**src/rtl/data_in_transfer.sv**
```systemverilog
// Inbound AXI read-data stage: packs 32-bit beat pairs into 64-bit words and
// writes them into the feature-map BRAM banks, then pulses stage_done.
module data_in_transfer #(
   parameter int unsigned DATA_NUM      = 192,
   parameter int unsigned ROWS_PER_BANK = 4,
   parameter int unsigned BANK_NUM      = 16,
   parameter int unsigned ADDR_W        = 14
) (
   input  logic                axi_ACLK,
   input  logic                axi_ARESETN,
   input  logic                stage_start,
   input  logic [31:0]         read_data,
   input  logic                read_valid,
   output logic                read_ready,
   output logic [BANK_NUM-1:0] bram_ena,
   output logic [BANK_NUM-1:0] bram_wea,
   output logic [ADDR_W-1:0]   bram_addra,
   output logic [63:0]         bram_dina,
   output logic                stage_done
);

   localparam int unsigned TOTAL_ROWS = BANK_NUM * ROWS_PER_BANK;
   localparam int unsigned WORD_W     = $clog2(DATA_NUM + 1);
   localparam int unsigned ROW_W      = $clog2(TOTAL_ROWS + 1);
   localparam int unsigned BANK_W     = (BANK_NUM > 1) ? $clog2(BANK_NUM) : 1;

   localparam logic [1:0] S_IDLE = 2'd0;
   localparam logic [1:0] S_RECV = 2'd1;
   localparam logic [1:0] S_DONE = 2'd2;

   logic [1:0]          r_state;
   logic [1:0]          w_next_state;
   logic                r_start_ff;
   logic                r_read_ready;
   logic                r_done;
   logic                r_half;
   logic [31:0]         r_low;
   logic [WORD_W-1:0]   r_word_cnt;
   logic [ROW_W-1:0]    r_row_cnt;
   logic [BANK_NUM-1:0] r_ena;
   logic [ADDR_W-1:0]   r_addr;
   logic [63:0]         r_din;

   logic                w_start_pulse;
   logic                w_accept;
   logic                w_word_last;
   logic                w_last_pair;
   logic [BANK_W-1:0]   w_bank;
   logic [ADDR_W-1:0]   w_addr;

   assign w_start_pulse = stage_start & ~r_start_ff;
   assign w_accept      = read_valid & r_read_ready;
   assign w_word_last   = (r_word_cnt == WORD_W'(DATA_NUM - 1));
   assign w_last_pair   = w_accept & r_half & w_word_last &
                          (r_row_cnt == ROW_W'(TOTAL_ROWS - 1));

   // Row-to-bank mapping shared with the outbound transfer stage
   assign w_bank = BANK_W'(32'(r_row_cnt) / ROWS_PER_BANK);
   assign w_addr = ADDR_W'((32'(r_row_cnt) % ROWS_PER_BANK) * DATA_NUM + 32'(r_word_cnt));

   always_ff @(posedge axi_ACLK or negedge axi_ARESETN) begin
      if (!axi_ARESETN) begin
         r_state <= S_IDLE;
      end else begin
         r_state <= w_next_state;
      end
   end

   // A start edge restarts the frame from any state
   always_comb begin
      w_next_state = r_state;
      case (r_state)
         S_IDLE: begin
            if (w_start_pulse) w_next_state = S_RECV;
         end
         S_RECV: begin
            if (w_start_pulse)    w_next_state = S_RECV;
            else if (w_last_pair) w_next_state = S_DONE;
         end
         S_DONE: begin
            w_next_state = w_start_pulse ? S_RECV : S_IDLE;
         end
         default: w_next_state = S_IDLE;
      endcase
   end

   always_ff @(posedge axi_ACLK or negedge axi_ARESETN) begin
      if (!axi_ARESETN) begin
         r_start_ff   <= 1'b0;
         r_read_ready <= 1'b0;
         r_done       <= 1'b0;
         r_half       <= 1'b0;
         r_low        <= '0;
         r_word_cnt   <= '0;
         r_row_cnt    <= '0;
         r_ena        <= '0;
         r_addr       <= '0;
         r_din        <= '0;
      end else begin
         r_start_ff   <= stage_start;
         r_read_ready <= (w_next_state == S_RECV);
         r_done       <= (w_next_state == S_DONE);
         r_ena        <= '0;
         if (w_start_pulse) begin
            r_half     <= 1'b0;
            r_word_cnt <= '0;
            r_row_cnt  <= '0;
         end else if (w_accept) begin
            if (!r_half) begin
               r_low  <= read_data;
               r_half <= 1'b1;
            end else begin
               r_half <= 1'b0;
               r_ena  <= BANK_NUM'(1) << w_bank;
               r_addr <= w_addr;
               r_din  <= {read_data, r_low};
               if (w_word_last) begin
                  r_word_cnt <= '0;
                  r_row_cnt  <= r_row_cnt + ROW_W'(1);
               end else begin
                  r_word_cnt <= r_word_cnt + WORD_W'(1);
               end
            end
         end
      end
   end

   assign read_ready = r_read_ready;
   assign stage_done = r_done;
   assign bram_ena   = r_ena;
   assign bram_wea   = r_ena;
   assign bram_addra = r_addr;
   assign bram_dina  = r_din;

endmodule
```
**config.mk**
```make
export PLATFORM = sky130hd
export DESIGN_NAME = data_in_transfer
export DESIGN_NICKNAME = d
export VERILOG_FILES = /design/src/rtl/data_in_transfer.sv
export SDC_FILE = /design/constraint.sdc
export NUM_CORES = 1
export LEC_CHECK = 0
export ABC_AREA = 1
export CAP_MARGIN = 20
export CORE_UTILIZATION = 45
export CTS_BUF_LIST = sky130_fd_sc_hd__clkbuf_2
export CTS_CLUSTER_DIAMETER = 80
export DETAILED_ROUTE_END_ITERATION = 8
export HOLD_SLACK_MARGIN = 0.05
export PLACE_DENSITY = 0.82
export SLEW_MARGIN = 20
export SYNTH_ARGS = -nofsm -noshare
export SYNTH_HDL_FRONTEND = slang
export SYNTH_SLANG_ARGS = --single-unit
```
**constraint.sdc**
```tcl
create_clock -name axi_ACLK -period 4.1 [get_ports axi_ACLK]
set_clock_uncertainty 0.1 [all_clocks]
set_input_delay 1.23 -clock axi_ACLK [delete_from_list [all_inputs] [get_ports axi_ACLK]]
set_output_delay 1.23 -clock axi_ACLK [all_outputs]
set_load 0.005 [all_outputs]
```
==> results by stage, run 1 <==
Detailed routing:
- The DRC violation total after the first TritonRoute iteration is 373.
- For this block, the via count after detailed routing is between 4,000 and 5,000.
- In the routed layout, each cell is associated on average with a via count of 4.686.
- After detailed routing, the average wire length per cell comes to roughly 13 um.
- The detailed-routing iteration count for the pre-antenna-repair pass is 4.
- For this run, design rule violations remaining after detail routing come to 0.
- After detailed routing, the total wire length is approximately 12,000 um.
- Once detail routing completed, the nets flagged for antenna violations numbered 0.

STA:
- Hold is met by approximately 0.38 ns.
- Setup repair after global routing left no endpoint under its margin.
- Based on the critical path, the design can be clocked at up to ~330 MHz.
- Setup violations remaining at the end of the flow were counted as 0.
- The count of endpoints failing hold in the final timing report came to 0.
- At the pin with the least slew margin, the transition time is 0.8573 ns.
- The final-report max-slew violation count is 0.
- The worst path needs 3.004 ns of the cycle, external delays included.
- Headroom to the max-slew limit came out at approximately 43%.
- The setup TNS after final layout is 0 ns.
- The fraction of the cycle the final worst path needs is approximately 73%.

GRT:
- Entering global routing, the biggest net connects between 100 and 150 pins.
- The wire length of the first global-routing pass is ~19,000 um.
- The number of antenna violations at the first check in global routing came to 0.
- The sum of overflow across all layers after global routing is 0.
- Global routing consumed, over all layers together, about a fifth of the routing resources.
- The number of global-route vias before repair came to about 4,000.

Final layout:
- The fraction of layout cells with a size suffix above 1 is under 10%.
- With fillers left out, the area of the finished cells amounts to 0.007451 mm^2.
- Relative to the synthesized area, the layout overhead comes to 28.23%.
- The final layout net count is approximately 790.
- Fill cells in the final layout number approximately 1,100.

Setup path:
- STA puts the critical path data required time at around 2.8 ns.
- The signal on the critical path passes through clkdlybuf4s50_1.
- The number of buffers and inverters on the critical path is 1.
- STA classifies the critical path startpoint as a register.
- Across all register-to-register paths, the minimum setup slack is about 2.2 ns.
- Of all nets on the critical path, the largest fanout is 2.
- The reg-to-reg startpoint is r_start_ff.
- The element type at the critical path end is a primary output.
- The slowest stage of the critical path is the clkdlybuf4s50_1 cell.
- The endpoint identified for the worst register-to-register timing path is bram_ena[11].
- The largest incremental delay on the critical path is 0.52 ns.
- The kind of cell with the highest combined delay along the critical path is buffers and inverters.
- The worst reg2reg path depth is 7.
- By startpoint and endpoint, the worst setup path is classified as register to primary output.
- The critical path starts at bram_addra[9].
- At the worst endpoint, the arrival time is around 1.7 ns.

Power:
- The static power due to leakage is approximately 3.6 nW.
- Dividing total power by cell area gives a power density of a little under 500 mW/mm^2.
- The worst-case IR drop observed on VDD is about 0.18 mV.

Outcome:
- The flow ran to the end, and the final reports show no timing, DRC or antenna violations.

Min path:
- The type of the worst min-delay path is register to register.
- The worst hold path begins at r_low[4].
- The path with the worst hold slack has its endpoint at bram_dina[4].
- The cell count of the worst hold path is 2.

Floorplanning:
- The number of primary I/O pins is about 150.
- The die is 115.6 um tall.
- The die covers roughly 0.013 mm^2.
- The effective utilization at floorplan is 46.04%.
- After floorplanning, the core was divided into 41 placement rows.
- The die is about 120 um wide.
- The total core area is between 0.01 and 0.015 mm^2.

Placed design:
- During placement, the flow inserted port buffers numbering around 140.
- Routability-driven placement finished with a final weighted congestion of between 0.8 and 0.9.
- The HPWL after detailed placement is just under 8000 um.
- The placed instance area is 0.007244 mm^2.

CTS:
- The clock passes through at most 2 buffers.
- Post-CTS repair changed the size of 0 cells.
- The number of setup buffers added after CTS is 0.
- At the later pin of the worst-skew pair, clock insertion delay measures a little over 0.7 ns.
- The number of clock buffers added by TritonCTS is 17.
- TritonCTS built the clock tree.
- The count of H-tree levels built during CTS is 4.
- The number of buffers inserted by hold repair at cts is 0.
- The clock transition at the register clock pins on the worst setup and hold paths after CTS is around 0.19 ns.
- In this run the clock root is driven by a clkbuf_2.
- Counting every sink on the clock net gives around 140.

Synth:
- Sequential cells were found to cover 62.02% of the synthesized design area.
- The average cell area after synthesis is between 9 and 10 um^2.
- Synthesis inferred around 140 register bits.
- The distinct cell type count after synthesis is 26.
- During synthesis, Yosys emitted a total of 0 warnings.
- Counting every instance in the synthesized netlist gives roughly 630.
- The area of the mapped netlist is around 0.0058 mm^2.

Flow run:
- The number of max-cap violations is 0.
[per-stage QoR]
stage	setup slack (ns)	instances	util [%]	total power, mW
6_report	1.096	935	59.04	3.587
5_1_grt	0.9785	934	59.02	3.835
3_3_place_gp	0.9028	902	57.41	2.851
4_1_cts	1.022	934	59.02	3.634
2_1_floorplan	1.874	628	-	2.270
3_5_place_dp	0.8147	902	57.41	2.888
[layer usage]
layer  global-route usage (%)  wire length (um)
met1                    25.23              5447
met2                    29.34              5506
met3                    5.230               768
met4                    7.436               189
met5                        0                 0
[area by class of cell]
type / count / area (um^2) / share of cell area [%]
Clock inverter: 10 / 93.84 / 1.259
Tap cell: 172 / 215.2 / 2.888
Inverter: 56 / 211.5 / 2.838
Timing Repair Buffer: 148 / 1498 / 20.10
Clock buffer: 22 / 110.1 / 1.478
Multi-Input combinational cell: 382 / 1717 / 23.04
Antenna cell: 1 / 2.502 / 0.03359
Sequential cell: 144 / 3603 / 48.36
[worst max-delay path by stage]
stage,end,cells past startpoint,slack (ns)
after CTS,bram_ena[11],1,1.02
after global placement,bram_ena[10],7,0.90
final,bram_addra[9],1,1.10
after detailed placement,bram_ena[11],7,0.81
after floorplan,bram_dina[23],8,1.87
after global routing,bram_ena[11],1,0.98
[sequential cells by signal (all words and copies together), names as in the netlist]
register    count
bram_addra     11
bram_ena       16
r_state         2
read_ready      1
r_half          1
r_row_cnt       7
r_word_cnt      8
r_start_ff      1
bram_dina      64
r_low          32
stage_done      1
[cell usage in the layout (no fill, tap or decap), types with 5 or more instances in the layout]
cell and instances:
nand3_1 22, ha_1 6, inv_1 54, o21ai_1 22, o21ai_0 56, clkinv_1 5
clkdlybuf4s50_1 143, clkbuf_2 22, nand2_1 207, a21oi_1 8, nor2_1 35, dfrtp_1 144
[where the power goes]
group	switching [mW]	internal, mW
clock network	0.464	0.279
logic	0.389	0.552
registers	0.170	1.73
total	1.02	2.56
[cells in the mapped netlist]
cell type | number | area [um^2]
buf_6 | 5 | 56.30
buf_2 | 11 | 55.05
ha_1 | 6 | 75.07
conb_1 | 1 | 3.750
clkbuf_1 | 11 | 41.29
o22ai_2 | 1 | 12.51
nand3_1 | 22 | 110.1
a21oi_1 | 8 | 40.04
inv_1 | 54 | 202.7
o22ai_1 | 1 | 6.260
or2_1 | 1 | 6.260
nand2_2 | 2 | 12.51
xor2_1 | 4 | 35.03
nand2_1 | 207 | 777.0
o21ai_0 | 56 | 280.3
buf_4 | 19 | 142.6
nand4_1 | 3 | 18.77
nor2_1 | 36 | 135.1
o21ai_1 | 22 | 110.1
dfrtp_1 | 144 | 3603
inv_2 | 2 | 7.510
nor3_1 | 4 | 20.02
nor2_2 | 1 | 6.260
fa_1 | 1 | 20.02
xnor2_1 | 3 | 26.28
a31oi_1 | 1 | 6.260
[worst reg2reg max path, cell delays in order (launching register included)]
cell	delay, ns
dfrtp_1	0.36
inv_1	0.04
nand2_1	0.32
inv_2	0.13
nor2_4	0.12
buf_4	0.39
nand2_1	0.28
nor2_1	0.16
[cell families (layout without fill, tap and decap cells)]
family,after synthesis,after routing,synth area share [%]
other,1,4,0.06454
AOI/OAI and AO/OA,89,89,7.838
and+or+nand+nor,276,276,18.69
DFF,144,144,62.02
xor gates and xnor gates,7,7,1.055
buffers and inverters,102,236,8.699
adders and majority gates,7,7,1.636
(Power assumes the default switching activity.)
==> inputs of run 2 (changes only) <==
==> constraint.sdc (replaced) <==
create_clock -name axi_ACLK -period 3.1 [get_ports axi_ACLK]
set_clock_uncertainty 0.1 [all_clocks]
set_input_delay 0.93 -clock axi_ACLK [delete_from_list [all_inputs] [get_ports axi_ACLK]]
set_output_delay 0.93 -clock axi_ACLK [all_outputs]
set_load 0.005 [all_outputs]
==> results by stage, run 2 (same netlist as run 1, synthesis figures left out) <==
Floorplanning:
- The horizontal extent of the die is 115.6 um.
- The region available for standard cell placement spans about 0.013 mm^2.
- The placement row count is 41.
- The die outline height is 115.6 um.
- The die covers roughly 0.013 mm^2.
- The initial utilization of the core area, before any placement, comes to between 40% and 50%.
- Pin placement for this block handled between 100 and 150 I/O pins.

GRT:
- The number of global-route vias before repair came to 4,276.
- The number of antenna violations at the first check in global routing came to 0.
- Entering global routing, the biggest net connects 85 pins.
- For this run, global-route usage on met1 was measured as ~25%.
- The met3 capacity usage during global routing is a little over 6%.
- Global routing used between 10% and 20% of the available tracks across all layers.
- The met2 track utilization from global routing is 32.30%.
- The sum of overflow across all layers after global routing is 0.
- The global routing stage identified its most utilized layer as met2.
- The first global-routing pass estimated 20,060 um of wire.

STA:
- The final-report max-slew violation count was 0.
- The setup TNS after final layout is 0 ns.
- Setup repair after global routing left no endpoint under its margin.
- The setup-violating endpoint count in the final report is 0.
- Based on the critical path, the design can be clocked at up to around 370 MHz.
- The worst hold slack after final layout is roughly 0.39 ns.
- The count of endpoints failing hold in the final timing report is 0.
- The fraction of the cycle the final worst path needs is just under 90%.
- Counting I/O delays and the setup requirement, the final critical path takes between 2 and 3 ns.

Setup path:
- The startpoint identified for the worst register-to-register timing path is r_row_cnt[0].
- The element type at the critical path end is a primary output.
- In this run the register-to-register setup slack is 1.21 ns.
- The largest delay contributor family on the critical path is buffers and inverters.
- The element type at the critical path start is a register.
- The total number of cells along the worst setup path is 1.
- The worst setup path endpoint is bram_addra[9].
- For the worst setup path, the data required time is roughly 2.1 ns.
- The maximum fanout along the worst path is 2.
- The critical path data arrival time is between 1.5 and 2 ns.
- The number of buffers and inverters on the critical path is 1.
- In this run the worst setup path begins at bram_addra[9].
- The standard cell with the maximum stage delay on the critical path is clkdlybuf4s50_1.
- Walking the worst path, the cells encountered are clkdlybuf4s50_1.
- The end of the worst register-to-register path is bram_addra[8].
- The number of cells on the worst reg-to-reg path is 6.
- The critical path is of the register to primary output type.
- The largest incremental delay on the critical path is between 0.5 and 0.6 ns.

Detailed routing:
- The detail route stage leaves a number of antenna-violating nets equal to 0.
- After detailed routing, the number of vias per cell comes to around 4.7.
- After detailed routing, the average wire length per cell comes to 13.10 um.
- The routed layout has 4,463 vias.
- In the routed design, unresolved DRC markers number 0.
- The DRC violation total after the first TritonRoute iteration is 298.
- The wire length after detailed routing is roughly 12,000 um.
- The first detailed-routing pass ran for 5 iterations.

Final layout:
- The number of filler instances in the final layout is roughly 1,100.
- The library cells used most frequently in the layout, excluding fill and tap cells, are nand2_1, dfrtp_1, clkdlybuf4s50_1.
- The fraction of layout cells with a size suffix above 1 is approximately 6.3%.
- The most common library cell in the layout ignoring fill and taps is nand2_1.
- The final instance count without filler cells is between 900 and 1,000.
- The flip-flop count of the largest register, all copies and words added is 64.
- Relative to the synthesized area, the layout overhead comes to 29.39%.
- Summing all non-filler instances in the final layout gives an area of between 0.007 and 0.008 mm^2.
- The final layout net count is between 700 and 800.

Power:
- Summed over all nets, the switching power comes to 1.396 mW.
- The design draws about 4.8 mW.
- The internal power consumption is approximately 3.4 mW.
- In this run switching power makes up 29.04% of total power.
- The share of power burned in combinational logic is 26.2%.
- The part of the power in the clock network is a little over a fifth.
- VDD sags by at most approximately 0.26 mV.
- The analysis attributes to cell leakage a power of between 3 and 4 nW.
- The power density over the cells is 639.5 mW/mm^2.
- The relative contribution of sequential cells to total power is 52.5%.

CTS:
- Clock tree synthesis selected as its root buffer the cell clkbuf_2.
- Clock tree synthesis found a total of between 100 and 150 sinks.
- TritonCTS built the clock tree.
- The clock passes through at most 2 buffers.
- The clock transition at the register clock pins on the worst setup and hold paths after CTS is around 0.18 ns.
- The number of buffers created by CTS is 17.
- The clock latency on the worst-skew pair is approximately 0.71 ns.
- In this run the post-CTS setup repair buffer count came out at 0.
- The count of H-tree levels built during CTS is 4.

Placed design:
- The number of cells in the design after placement is around 910.
- The HPWL after detailed placement is about 8500 um.
- Routability-driven placement finished with a final weighted congestion of just over 0.8.
- The placed instances occupy a cell area of around 0.0073 mm^2.
- The number of buffers added on ports is 144.

Flow run:
- Across the run, the number of max-cap violations was 0.

Outcome:
- The run finished with clean final reports.

Min path:
- The type of the worst min-delay path is register to register.
==> run 2: cell count changes in the layout (fill, tap and decap cells not counted), sizes merged <==
cell	delta
clkinv	-3
buf	+5
dlygate4sd3	+1
clkinvlp	+3
==> run 2: how the worst min path moves through the flow <==
stage	startpoint	to	slack, ns	cells after the start
3_3_place_gp	bram_dina[31]	bram_dina[31]	0.35	2
3_5_place_dp	bram_dina[26]	bram_dina[26]	0.36	2
6_report	bram_dina[26]	bram_dina[26]	0.39	2
4_1_cts	bram_dina[13]	bram_dina[13]	0.40	2
2_1_floorplan	r_low[10]	bram_dina[10]	0.35	2
5_1_grt	bram_dina[26]	bram_dina[26]	0.41	2
==> run 2: per-stage QoR <==
step,util [%],setup WS [ns]
global placement,57.70,0.4672
CTS,59.56,0.3050
detailed placement,57.70,0.3739
floorplan,-,1.174
finish,59.58,0.4048
global route,59.56,0.2622
==> run 2: final cells by class <==
| class | count | area (um^2) | area share, % |
|---|---|---|---|
| flip-flops and latches | 144 | 3603 | 47.93 |
| multi-input cells | 382 | 1717 | 22.83 |
| repair buffers | 154 | 1545 | 20.55 |
| well taps | 172 | 215.2 | 2.862 |
| inverters | 56 | 211.5 | 2.812 |
| clock inverters | 10 | 113.9 | 1.514 |
| clock buffers | 22 | 110.1 | 1.464 |
| diodes | 1 | 2.502 | 0.03328 |
==> run 2: power groups by stage <==
stage | Clock, mW | Sequential, mW | Combinational (mW)
after floorplan | 0 | 2.56 | 0.440
after CTS | 1.06 | 2.53 | 1.28
final | 1.02 | 2.53 | 1.26
after detailed placement | 0 | 2.57 | 1.28
after global routing | 1.14 | 2.58 | 1.41
after global placement | 0 | 2.55 | 1.23
==> run 2: metal layers <==
metal,wire (um),share of wire [%]
met2,5802,47
met5,0,0
met4,105,0.85
met3,872,7.1
met1,5547,45
==> run 2: repair_timing <==
| action | CTS | global route |
|---|---|---|
| endpoints found under the setup margin | 0 | 0 |
| hold buffers | 1 | 0 |
| resized for setup | 0 | 0 |
| endpoints found under the hold margin | 49 | 0 |
==> inputs of run 3 (changes only) <==
--- a/config.mk
+++ b/config.mk
@@ -13,6 +13,7 @@
 export DETAILED_ROUTE_END_ITERATION = 8
 export HOLD_SLACK_MARGIN = 0.05
 export PLACE_DENSITY = 0.82
+export REMOVE_ABC_BUFFERS = 1
 export SLEW_MARGIN = 20
 export SYNTH_ARGS = -nofsm -noshare
 export SYNTH_HDL_FRONTEND = slang
==> results by stage, run 3 (same netlist as run 1, synthesis figures left out) <==
Final layout:
- At the end of the flow, the number of nets in the layout was between 700 and 800.
- In the layout the commonest cells are nand2_1, dfrtp_1, clkdlybuf4s50_1.
- The register with the most flip-flops in the layout has 64 of them.
- Of the cells placed in the final design, the portion with a size suffix greater than 1 is roughly 6.0%.
- From synthesis to final layout, the design area changed by 29.93%.
- The most common library cell in the layout ignoring fill and taps is nand2_1.
- The area of all placed cells without fillers is 0.007550 mm^2.

Setup path:
- The largest delay contributor family on the critical path is buffers and inverters.
- The slowest stage of the critical path belongs to the cell clkdlybuf4s50_1.
- Traced cell by cell, the critical path runs through clkdlybuf4s50_1.
- The largest incremental delay on the critical path is 0.52 ns.
- At the worst endpoint, the required time is just over 2 ns.
- In this run the worst path has a maximum fanout of 2.
- Data on the critical path arrives at its endpoint at 1.63 ns.
- STA classifies the critical path startpoint as a register.
- The number of buffers and inverters on the critical path is 1.
- The element type at the critical path end is a primary output.
- The class of the most critical setup path is register to primary output.

Placed design:
- Detailed placement finished with a half-perimeter wire length of slightly above 8000 um.
- Before CTS, the worst setup slack after placement is 0.4971 ns.
- The placed instance area is around 0.0073 mm^2.
- The number of buffers added on ports is approximately 140.
- The final weighted congestion of routability-driven global placement is 0.7903.

Detailed routing:
- The detailed-routing iteration count for the pre-antenna-repair pass is 5.
- The routed design has 11,980 um of wire.
- In the routed layout, each cell is associated on average with a via count of around 4.7.
- The via count is roughly 4,400.
- The number of remaining DRC errors is 0.
- The detail-routed net length per standard cell is between 10 and 15 um.
- The DRC violation total after the first TritonRoute iteration is approximately 350.
- The count of antenna-violating nets left after detailed routing is 0.

Floorplanning:
- The die outline area is roughly 0.013 mm^2.
- The die outline height is 115.6 um.
- The initial utilization of the core area, before any placement, comes to 46.04%.
- The core region is between 0.01 and 0.015 mm^2.
- The number of primary I/O pins is between 100 and 150.
- The horizontal extent of the die is roughly 120 um.
- The placement row count is 41.

CTS:
- The count of H-tree levels built during CTS is 4.
- CTS saw 144 sinks.
- After clock tree synthesis, the repair step resized 0 gates.
- After clock tree synthesis, the clock-pin slew on the worst setup and hold paths is 0.20 ns.
- In this run, CTS created clock tree buffers numbering 17.
- TritonCTS built the clock tree.
- Clock latency on the worst-skew pair, taken at its later pin, is 0.69 ns.
- The root buffer cell chosen for the clock tree is clkbuf_2.
- The maximum number of buffers from clock root to sink is 2.

GRT:
- The number of antenna violations at the first check in global routing came to 0.
- The wire length of the first global-routing pass is around 20,000 um.
- The number of global-route vias before repair was about 4,000.
- The combined global-route utilization of all metal layers is between 10% and 20%.
- The pin count of the biggest net entering global routing is 93.
- The sum of overflow across all layers after global routing is 0.

STA:
- The final critical path time including I/O delays and setup is 2.661 ns.
- The final-report max-slew violation count was 0.
- Setup total negative slack on the finished layout was measured at 0 ns.
- Setup repair after global routing left no endpoint under its margin.
- Based on the critical path, the design can be clocked at up to roughly 380 MHz.
- The worst path setup slack after routing is around 0.44 ns.
- The count of endpoints failing hold in the final timing report is 0.
- The fraction of the cycle the final worst path needs is approximately 86%.
- Setup violations remaining at the end of the flow were counted as 0.

Power:
- Dividing total power by cell area gives a power density of roughly 650 mW/mm^2.
- For this design the static power due to leakage is about 3.7 nW.
- The maximum VDD drop is ~0.37 mV.

Outcome:
- The run finished with clean final reports.

Flow run:
- The number of max-cap violations is 0.

Min path:
- The type of the worst min-delay path is register to register.
-- run 3: cell count changes in the layout (fill, tap and decap cells not counted), moves of 2 or more --
cell and change:
buf_4 -2, inv_6 +3, clkinv_2 +3, clkinvlp_4 -2, clkbuf_2 -5
-- run 3: final timing paths --
kind | from | end | slack [ns] | depth (start not counted)
worst max register to register | r_row_cnt[0] | bram_addra[8] | 1.31 | 6
worst min register to register | r_low[23] | bram_dina[23] | 0.39 | 2
worst max-delay path | bram_dina[1] | bram_dina[1] | 0.44 | 1
min in group asynchronous | axi_ARESETN | bram_dina[51] | 0.59 | 2
max in group asynchronous | axi_ARESETN | r_low[5] | 1.51 | 3
worst min-delay path | r_low[23] | bram_dina[23] | 0.39 | 2
-- run 3: stage by stage --
step                      power, mW  std cells  utilization, %  hold slack, ns
final                         4.895        940           59.83          0.3911
after global routing          5.235        939           59.81          0.4193
after CTS                     4.967        939           59.81          0.3893
after detailed placement      3.825        906           57.74          0.3575
after global placement        3.782        906           57.74          0.3524
after floorplan               2.973        582               -          0.3492
-- run 3: where the power goes --
part | switching (mW) | leakage (nW) | internal (mW) | total (mW)
sequential | 0.238 | 1.86 | 2.29 | 2.53
combinational | 0.508 | 1.67 | 0.738 | 1.25
clock | 0.672 | 0.154 | 0.446 | 1.12
-- run 3: routing by layer --
layer  part of all wire, %  wire length (um)  global-route usage, %
met5                     0                 0                      0
met4                   1.3               150                  7.692
met3                   5.3               634                  5.335
met2                    47              5609                  30.38
met1                    47              5586                  26.26
-- run 3: repair_timing --
action | in CTS | in global routing
buffers inserted | 0 | 0
hold endpoints to repair | 40 | 0
hold buffers | 1 | 0
-- run 3: area by class of cell --
type | count | area (um^2)
inverters | 56 | 211.5
diodes | 1 | 2.502
clock inverters | 15 | 165.2
well taps | 172 | 215.2
multi-input cells | 382 | 1717
repair buffers | 153 | 1550
fillers | 1099 | 5070
flip-flops and latches | 144 | 3603
clock buffers | 17 | 85.08
